--- config.mk ---
export PLATFORM = sky130hd
export DESIGN_NAME = i2c_target_mem_flat
export DESIGN_NICKNAME = d
export VERILOG_FILES = /design/src/rtl/i2c_pkg.sv /design/src/rtl/i2c_target_mem_if.sv /design/src/rtl/i2c_bus_sync.sv /design/src/rtl/i2c_target_mem.sv /design/src/flat_wrapper.sv
export SDC_FILE = /design/constraint.sdc
export NUM_CORES = 1
export LEC_CHECK = 0
export CORE_ASPECT_RATIO = 2
export CORE_UTILIZATION = 45
export CTS_BUF_LIST = sky130_fd_sc_hd__clkbuf_8
export CTS_CLUSTER_SIZE = 30
export DETAILED_ROUTE_END_ITERATION = 10
export PLACE_DENSITY = 0.63
export SYNTH_ARGS = -nofsm -noshare
export SYNTH_HDL_FRONTEND = slang
export SYNTH_SLANG_ARGS = --single-unit
--- constraint.sdc ---
create_clock -name clk -period 20.1 [get_ports clk]
set_input_delay 4.02 -clock clk [delete_from_list [all_inputs] [get_ports clk]]
set_output_delay 4.02 -clock clk [all_outputs]
set_load 0.005 [all_outputs]
--- src/rtl/i2c_pkg.sv ---
// Shared I2C definitions: target FSM states, R/W bit and ACK/NACK levels.
package i2c_pkg;

  typedef enum logic [3:0] {
    IDLE,
    ADDR,
    ADDR_ACK,
    PTR,
    PTR_ACK,
    WDATA,
    WDATA_ACK,
    RDATA,
    RACK,
    WAIT_STOP
  } i2c_tgt_state_t;

  localparam logic I2C_RW_WRITE = 1'b0;
  localparam logic I2C_RW_READ  = 1'b1;
  localparam logic ACK          = 1'b0;
  localparam logic NACK         = 1'b1;

endpackage

--- src/rtl/i2c_target_mem_if.sv ---
// I2C pin bundle for the target: raw SCL/SDA in, open-drain SDA pull-down out.
interface i2c_target_mem_if;
  logic scl_i;
  logic sda_i;
  logic sda_oe;

  modport master (output scl_i, output sda_i, input sda_oe);
  modport slave  (input scl_i, input sda_i, output sda_oe);
endinterface

--- src/rtl/i2c_bus_sync.sv ---
// SCL/SDA synchronizer with edge, START and STOP detection.
// Outputs are valid 2 clk after a pin change; no flow control.
module i2c_bus_sync (
  input  logic clk,
  input  logic reset,
  input  logic scl_in,
  input  logic sda_in,
  output logic scl,
  output logic sda,
  output logic scl_rise,
  output logic scl_fall,
  output logic start_det,
  output logic stop_det
);

  logic [1:0] scl_ff;
  logic [1:0] sda_ff;
  logic       scl_prev;
  logic       sda_prev;

  // Idle bus is high, so reset to 1 to avoid phantom edges after reset.
  always_ff @(posedge clk or posedge reset) begin
    if (reset) begin
      scl_ff   <= 2'b11;
      sda_ff   <= 2'b11;
      scl_prev <= 1'b1;
      sda_prev <= 1'b1;
    end else begin
      scl_ff   <= {scl_ff[0], scl_in};
      sda_ff   <= {sda_ff[0], sda_in};
      scl_prev <= scl_ff[1];
      sda_prev <= sda_ff[1];
    end
  end

  assign scl       = scl_ff[1];
  assign sda       = sda_ff[1];
  assign scl_rise  = scl & ~scl_prev;
  assign scl_fall  = ~scl & scl_prev;
  assign start_det = scl & scl_prev & sda_prev & ~sda;
  assign stop_det  = scl & scl_prev & ~sda_prev & sda;

endmodule

--- src/rtl/i2c_target_mem.sv ---
// I2C target with a byte-addressed register file and auto-incrementing pointer.
// SCL pin edge to sda_oe change is 3 clk; the master stretches nothing, it must hold SCL low >= 4 clk.
module i2c_target_mem
  import i2c_pkg::*;
#(
  parameter logic [6:0] DEV_ADDR  = 7'h2A,
  parameter int         MEM_DEPTH = 64,
  parameter int         PTR_W     = 6
) (
  input  logic               clk,
  input  logic               reset,
  i2c_target_mem_if.slave    bus,
  output logic               busy,
  output logic               wr_strobe,
  output logic [PTR_W-1:0]   wr_addr,
  output logic [7:0]         wr_data
);

  localparam logic [PTR_W-1:0] PTR_ONE = {{(PTR_W-1){1'b0}}, 1'b1};

  logic sda_s, scl_unused, scl_rise, scl_fall, start_det, stop_det;

  i2c_bus_sync u_sync (
    .clk       (clk),
    .reset     (reset),
    .scl_in    (bus.scl_i),
    .sda_in    (bus.sda_i),
    .scl       (scl_unused),
    .sda       (sda_s),
    .scl_rise  (scl_rise),
    .scl_fall  (scl_fall),
    .start_det (start_det),
    .stop_det  (stop_det)
  );

  i2c_tgt_state_t    state_q, state_d;
  logic [2:0]        bit_cnt_q, bit_cnt_d;
  logic              byte_done_q, byte_done_d;
  logic [7:0]        shreg_q, shreg_d;
  logic              rw_q, rw_d;
  logic [PTR_W-1:0]  ptr_q, ptr_d, ptr_inc;
  logic              oe_q, oe_d;
  logic              busy_q, busy_d;
  logic              strobe_d, mem_we, phase_end;
  logic [PTR_W-1:0]  waddr_d;
  logic [7:0]        wdata_d;
  logic [7:0]        mem [MEM_DEPTH];
  logic [7:0]        cur_byte, next_byte;

  assign ptr_inc   = ptr_q + PTR_ONE;
  assign cur_byte  = mem[ptr_q];
  assign next_byte = mem[ptr_inc];

  always_ff @(posedge clk or posedge reset) begin
    if (reset) begin
      state_q     <= IDLE;
      bit_cnt_q   <= '0;
      byte_done_q <= 1'b0;
      shreg_q     <= '0;
      rw_q        <= I2C_RW_WRITE;
      ptr_q       <= '0;
      oe_q        <= 1'b0;
      busy_q      <= 1'b0;
      wr_strobe   <= 1'b0;
      wr_addr     <= '0;
      wr_data     <= '0;
      for (int i = 0; i < MEM_DEPTH; i++) mem[i] <= '0;
    end else begin
      state_q     <= state_d;
      bit_cnt_q   <= bit_cnt_d;
      byte_done_q <= byte_done_d;
      shreg_q     <= shreg_d;
      rw_q        <= rw_d;
      ptr_q       <= ptr_d;
      oe_q        <= oe_d;
      busy_q      <= busy_d;
      wr_strobe   <= strobe_d;
      wr_addr     <= waddr_d;
      wr_data     <= wdata_d;
      if (mem_we) mem[ptr_q] <= shreg_q;
    end
  end

  always_comb begin
    state_d     = state_q;
    bit_cnt_d   = bit_cnt_q;
    byte_done_d = byte_done_q;
    shreg_d     = shreg_q;
    rw_d        = rw_q;
    ptr_d       = ptr_q;
    oe_d        = oe_q;
    busy_d      = busy_q;
    strobe_d    = 1'b0;
    mem_we      = 1'b0;
    waddr_d     = wr_addr;
    wdata_d     = wr_data;
    phase_end   = 1'b0;

    if (start_det) begin
      state_d   = ADDR;
      oe_d      = 1'b0;
      busy_d    = 1'b0;
      phase_end = 1'b1;
    end else if (stop_det) begin
      state_d   = IDLE;
      oe_d      = 1'b0;
      busy_d    = 1'b0;
      phase_end = 1'b1;
    end else if (scl_rise) begin
      // Shift every rise; the counter is cleared whenever a phase ends.
      shreg_d   = {shreg_q[6:0], sda_s};
      bit_cnt_d = bit_cnt_q + 3'd1;
      if (bit_cnt_q == 3'd7) byte_done_d = 1'b1;
    end else if (scl_fall) begin
      case (state_q)
        ADDR: if (byte_done_q) begin
          phase_end = 1'b1;
          if (shreg_q[7:1] == DEV_ADDR) begin
            state_d = ADDR_ACK;
            oe_d    = 1'b1;
            busy_d  = 1'b1;
            rw_d    = shreg_q[0];
          end else begin
            state_d = WAIT_STOP;
            oe_d    = 1'b0;
          end
        end
        ADDR_ACK: begin
          phase_end = 1'b1;
          if (rw_q == I2C_RW_READ) begin
            state_d = RDATA;
            oe_d    = ~cur_byte[7];
          end else begin
            state_d = PTR;
            oe_d    = 1'b0;
          end
        end
        PTR: if (byte_done_q) begin
          phase_end = 1'b1;
          ptr_d     = shreg_q[PTR_W-1:0];
          oe_d      = 1'b1;
          state_d   = PTR_ACK;
        end
        WDATA: if (byte_done_q) begin
          phase_end = 1'b1;
          mem_we    = 1'b1;
          strobe_d  = 1'b1;
          waddr_d   = ptr_q;
          wdata_d   = shreg_q;
          ptr_d     = ptr_inc;
          oe_d      = 1'b1;
          state_d   = WDATA_ACK;
        end
        PTR_ACK, WDATA_ACK: begin
          phase_end = 1'b1;
          oe_d      = 1'b0;
          state_d   = WDATA;
        end
        RDATA: begin
          if (byte_done_q) begin
            phase_end = 1'b1;
            oe_d      = 1'b0;
            state_d   = RACK;
          end else begin
            oe_d = ~cur_byte[~bit_cnt_q];
          end
        end
        RACK: begin
          phase_end = 1'b1;
          if (shreg_q[0] == ACK) begin
            ptr_d   = ptr_inc;
            oe_d    = ~next_byte[7];
            state_d = RDATA;
          end else begin
            oe_d    = 1'b0;
            state_d = WAIT_STOP;
          end
        end
        default: ;
      endcase
    end

    if (phase_end) begin
      bit_cnt_d   = '0;
      byte_done_d = 1'b0;
    end
  end

  assign bus.sda_oe = oe_q;
  assign busy       = busy_q;

endmodule

--- src/flat_wrapper.sv ---
// flat-port wrapper written by rule: the top's interface ports become plain ports
module i2c_target_mem_flat import i2c_pkg::*;
#(
  parameter logic [6:0] DEV_ADDR  = 7'h2A,
  parameter int         MEM_DEPTH = 64,
  parameter int         PTR_W     = 6
)
  (clk, reset, busy, wr_strobe, wr_addr, wr_data, bus_scl_i, bus_sda_i, bus_sda_oe);
  i2c_target_mem_if bus_i ();
  input  logic clk;
  input  logic reset;
  output logic busy;
  output logic wr_strobe;
  output logic [PTR_W-1:0] wr_addr;
  output logic [7:0] wr_data;
  input wire logic [$bits(bus_i.scl_i)-1:0] bus_scl_i;
  input wire logic [$bits(bus_i.sda_i)-1:0] bus_sda_i;
  output wire logic [$bits(bus_i.sda_oe)-1:0] bus_sda_oe;
  assign bus_i.scl_i = bus_scl_i;
  assign bus_i.sda_i = bus_sda_i;
  assign bus_sda_oe = bus_i.sda_oe;
  i2c_target_mem #(.DEV_ADDR(DEV_ADDR), .MEM_DEPTH(MEM_DEPTH), .PTR_W(PTR_W)) u_core (.clk(clk), .reset(reset), .bus(bus_i), .busy(busy), .wr_strobe(wr_strobe), .wr_addr(wr_addr), .wr_data(wr_data));
endmodule
After elaboration in Yosys (flattened, before gate mapping)
Cells that the tools add are included.
{"block": "totals", "reg_bits": 558, "latchBits": 0, "input_bits": 4, "elab_cells": 214, "mem_count": 0, "romBits": 0, "ramBits": 0}
{"block": "classes", "order_cmp": 4, "multipliers": 0, "eq_ne": 21, "mux": 65, "add_sub_neg": 2, "reduce_logical": 23, "shifts": 0, "n_bitwise": 20, "n_div": 0}
{"op": "$bwmux W512", "n": 1}
{"op": "$bmux W8 S6", "n": 2}
{"op": "$demux W8 S6", "n": 1}
{"op": "$mux W4", "n": 10}
{"op": "$mux W8", "n": 5}
{"op": "$mux W1", "n": 33}
{"op": "$pmux W4 S7", "n": 1}
{"op": "$ne A4 B1 Y1 const B", "n": 5}
{"op": "$mux W6", "n": 3}
{"op": "$pmux W6 S3", "n": 1}
{"op": "$eq A4 B3 Y1 const B", "n": 4}
{"op": "$mux W3", "n": 5}
{"op": "$reduce_bool A3 Y1", "n": 5}
{"op": "$ge A7 B7 Y1 const B", "n": 2}
{"op": "$not A6 Y7", "n": 2}
{"op": "$reduce_and A7 Y1", "n": 2}
{"op": "$not A1 Y1", "n": 10}
{"op": "$reduce_and A5 Y1", "n": 2}
{"op": "$reduce_bool A9 Y1", "n": 1}
{"op": "$eq A4 B2 Y1 const B", "n": 2}
{"op": "$reduce_and A8 Y1", "n": 1}
{"op": "$reduce_bool A8 Y1", "n": 1}
{"op": "$reduce_or A4 Y1", "n": 2}
{"op": "$and A1 B1 Y1", "n": 7}
{"op": "21 further kinds", "n": 27}

Logic depth before layout (Yosys ltp)
{"block": "depth", "depth_word": 13, "depth_mapped": 14}

Hierarchy
Synthesis repeated with hierarchy kept, for this count alone.
{"block": "hier_totals", "hier_cells": 1993, "hier_area_um2": 26406.6}
{"mod": "i2c_target_mem", "n_inst": 1, "area_per_inst_um2": 26212.6, "cells_each": 1982, "seq_area_each_um2": 13813.2}
{"mod": "i2c_bus_sync", "n_inst": 1, "area_per_inst_um2": 193.9, "cells_each": 11, "seq_area_each_um2": 157.7}

Least setup slack after synthesis
OpenSTA, ideal clock, no wires.
{"block": "synth_timing", "path_type": "reg2out", "from": "reg u_core.busy_q (netlist: u_core.busy)", "to": "out busy", "arrival_time_ns": 0.362, "path_stages_with_launch": 1, "slack_ns": 15.718, "n_path_buf": 0, "required_ns": 16.080, "path_cell_list": "dfrtp_1"}
{"element": "from (decl)", "line": "i2c_target_mem.sv:43", "text": "logic busy_q, busy_d;"}
{"element": "from (signal assigned)", "line": "i2c_target_mem.sv:76", "text": "busy_q <= busy_d;"}
{"element": "to (decl)", "line": "flat_wrapper.sv:12", "text": "output logic busy;"}
No word-level cell between the ends.

==> out/metrics.csv <==
metric,value,unit
status,finished with violations,
failing checks,DRC,
die width,173,µm
Fillers,5037,
Mapped Cells,1895,
Die ar.,59400,µm²
post-synthesis cell type count,68,
"top cells by count, synth","552 x dfrtp_1, 537 x mux2_2, 114 x nand2_1",
IO Pins,21,
number of cell rows,125,
largest net degree at the start of global routing,177,
synth-to-layout area growth,9.36,%
syn_area_per_cell,13.9,µm²
starting density of the core,45.4,%
Worst setup EP type,async pin,
"area leader, netlist",dfrtp_1,
CP Launch Type,input pin,
clock tree from TritonCTS,yes,
total power draw,2450,µW
combinational share of power,15.2,%
CTS root buffer,clkbuf_8,
number of buffers inserted by port buffering,20,
sequential group share of total power,47.5,%
Max-Cap Viols,0,
worst reg2reg startpoint,u_core.state_q[0]$_DFFE_PP0P_,
asr flop ratio synth,100,%
clock skew,0.0421,ns
final count of pins violating max slew,0,
"EDFF count, synth",0,
Worst-Margin Slew,1.16,ns
cell mode on critical path,buf_12,
cell depth of the worst min-delay path,0,
"Reg clk slew, reported paths",0.07,ns
mux contribution to synthesized area,33.4,%
top-area cell type share of the netlist area,52.6,%
post-CTS setup buffer count,0,
largest family of logic cells by synthesized area,multiplexers,
final setup fails,0,
WL per Instance,27.2,µm
max-slew headroom at the worst pin,21.0,%
simple-gate portion of the synthesized area,4.59,%
vias in the first global route,17200,
vias after detailed routing,16700,
Crit Path Class,in -> async,
Worst R2R Setup Slack,15.53,ns
r2r worst-path depth,9,
Final Hold Viols,0,
first-pass GRT wire length,111000,µm
worst vdd ir,0.0000481,V
Synth area leaders,"dfrtp_1 53%, mux2_2 23%, mux4_2 7.0%, mux2i_1 2.6%, nand2_1 1.6%",
internal power,1700,µW
initial antenna violation count,1,
final std cells w/o fill,2714,
FMAX,0.158,GHz
"Warnings, synthesis",0,
worst endpoint required time,20.74,ns
min Tclk post-route,6.33,ns
CP Max Fanout,176,
Netlist Area Pre-Place,26300,µm²
GRT overflow,0,
Clock Power Share,37.3,%
XOR/XNOR Fraction of Synth Area,0.267,%
Routed WL,73800,µm
fin crit share,31.5,%
layout cells sized above 1,42.1,%
Sw Share,30.7,%
"Primary FF master, synth",dfrtp_1,
cell with the most instances after synthesis,dfrtp_1,
post-synthesis compound-gate area fraction,5.79,%
"FF+latch count, synth",558,
PD cells,85.3,nW/µm²
HPWL Detailed,47300,µm
worst hold start,u_core.u_sync.scl_ff[0]$_DFF_PP1_,
FF-to-FF End,u_core.mem[98]$_DFFE_PP0P_,
fin util,49.7,%
CTS Buf Count,78,
remaining antenna violation count after routing,0,
number of H-tree levels,3,
clk sink count,558,
Core Region,57900,µm²
Lkg Pwr,0.0136,µW
Final #Nets,1897,
post-CTS resize count,0,
"Largest stage delay, worst path",0.74,ns
final setup TNS,0,ns
Post-CTS Hold Buffers,0,
clk_lat worst skew,0.68,ns
Psw,753,µW
worst-case clock buffer depth,3,
RSZ-0062 raised after global routing,no,
crit path cell chain,clkdlybuf4s50_1 -> inv_8 -> buf_12 -> buf_12,
Hold WC Path Type,reg -> reg,
drt first pass iters,10,
placed insts,2572,
# DRC,1,
"slowest stage cell, crit path",buf_12,
Min-Delay Endpoint,u_core.u_sync.scl_ff[1]$_DFF_PP1_,
Adder-Cell Fraction of Synth Area,0.143,%
total global-route track usage,25.3,%
Mapped Nets,1902,
"Seq/Total Area, Yosys",53.2,%
DRT iter0 DRCs,1400,
GPL Wtd Cong,0.950,
die height,344,µm
vias per cell,6.14,
worst path arrival time,6.96,ns
WHS,0.351,ns
## layer usage
layer	up-vias	global-route usage, %	routed length [µm]
li1	7039	-	-
met4	0	17.1	5050
met2	609	44.5	38400
met1	8808	28.6	26700
met5	-	0	0
met3	214	3.34	3630
## worst max path at each step
| stage | start | end | slack (ns) |
|---|---|---|---|
| 3_3_place_gp | reset | u_core.mem[216]$_DFFE_PP0P_ | 13.06 |
| 5_1_grt | reset | u_core.mem[479]$_DFFE_PP0P_ | 13.32 |
| 2_1_floorplan | reset | u_core.bit_cnt_q[0]$_DFFE_PP0P_ | 0.49 |
| 3_5_place_dp | reset | u_core.mem[192]$_DFFE_PP0P_ | 12.99 |
| 6_report | reset | u_core.mem[471]$_DFFE_PP0P_ | 13.77 |
| 4_1_cts | reset | u_core.mem[83]$_DFFE_PP0P_ | 13.70 |
## power groups by stage
stage | logic (µW) | registers, µW | clock network, µW
4_1_cts | 372 | 1160 | 936
5_1_grt | 396 | 1170 | 982
6_report | 373 | 1160 | 916
2_1_floorplan | 244 | 1170 | 0
3_3_place_gp | 364 | 1180 | 0
3_5_place_dp | 371 | 1180 | 0
## cell type report
cell class / instances / area (µm²) / share of cell area [%]
multi-input combinational: 1187 / 11600 / 40.5
tap: 762 / 953 / 3.32
sequential: 558 / 14000 / 48.7
inverter: 11 / 48.8 / 0.170
antenna: 1 / 2.50 / 0.00871
timing repair buffer: 54 / 493 / 1.72
clock buffer: 101 / 1390 / 4.84
clock inverter: 40 / 229 / 0.797
## kinds of logic (layout without fill, tap and decap cells)
group / after synthesis / count (layout)
buffers and inverters: 150 / 206
DFF: 558 / 558
adders and majority gates: 3 / 3
xor gates and xnor gates: 8 / 8
AOI/OAI and AO/OA: 211 / 211
and+or+nand+nor: 260 / 260
muxes: 705 / 705
other: 0 / 1
## sequential cells by signal, indices dropped and copies added, names as in the netlist
signal and cells:
u_core.bit_cnt_q 3, u_core.bus.sda_oe 1, u_core.busy 1, u_core.byte_done_q 1, u_core.mem 512, u_core.ptr_q 6, u_core.rw_q 1, u_core.shreg_q 8
u_core.state_q 4, u_core.u_sync.scl_ff 2, u_core.u_sync.scl_prev 1, u_core.u_sync.sda_ff 2, u_core.u_sync.sda_prev 1, u_core.wr_addr 6, u_core.wr_data 8, u_core.wr_strobe 1
## worst max-delay path, delay by kind of cell
| family | cells | cell delay [ns] |
|---|---|---|
| buffers and inverters | 4 | 2.65 |
## cells in the final DEF (no fill, tap or decap), types with 4 or more instances in the layout
cell and n:
nor2b_1 7, a21oi_1 27, nand2_1 114, nand3_1 15, a22oi_1 37, buf_4 31
xor2_1 5, a31oi_1 7, a22o_1 4, dfrtp_1 541, and2_1 5, mux2_2 537
nor2_2 23, mux4_2 82, a32oi_1 6, nand2b_1 4, o22ai_1 20, nor3_1 4
nor3b_1 4, and3b_1 4, mux2i_1 69, clkbuf_8 101, nor2_1 57, a221o_1 5
inv_1 33, mux2_1 17, a221oi_1 37, o22a_1 5, clkdlybuf4s50_1 20, clkinv_2 8
dfrtp_2 8, o221ai_1 4, dfstp_2 6, o211ai_1 5, o21ai_0 26, a211oi_1 6
## metrics by stage
stage,worst slack [ns],area [µm²]
global route,13.32,28700
finish,13.77,28700
global placement,13.06,27100
CTS,13.70,28700
floorplan,0.486,26300
detailed placement,12.99,27100
No activity file was read; power rests on OpenSTA's default activity.
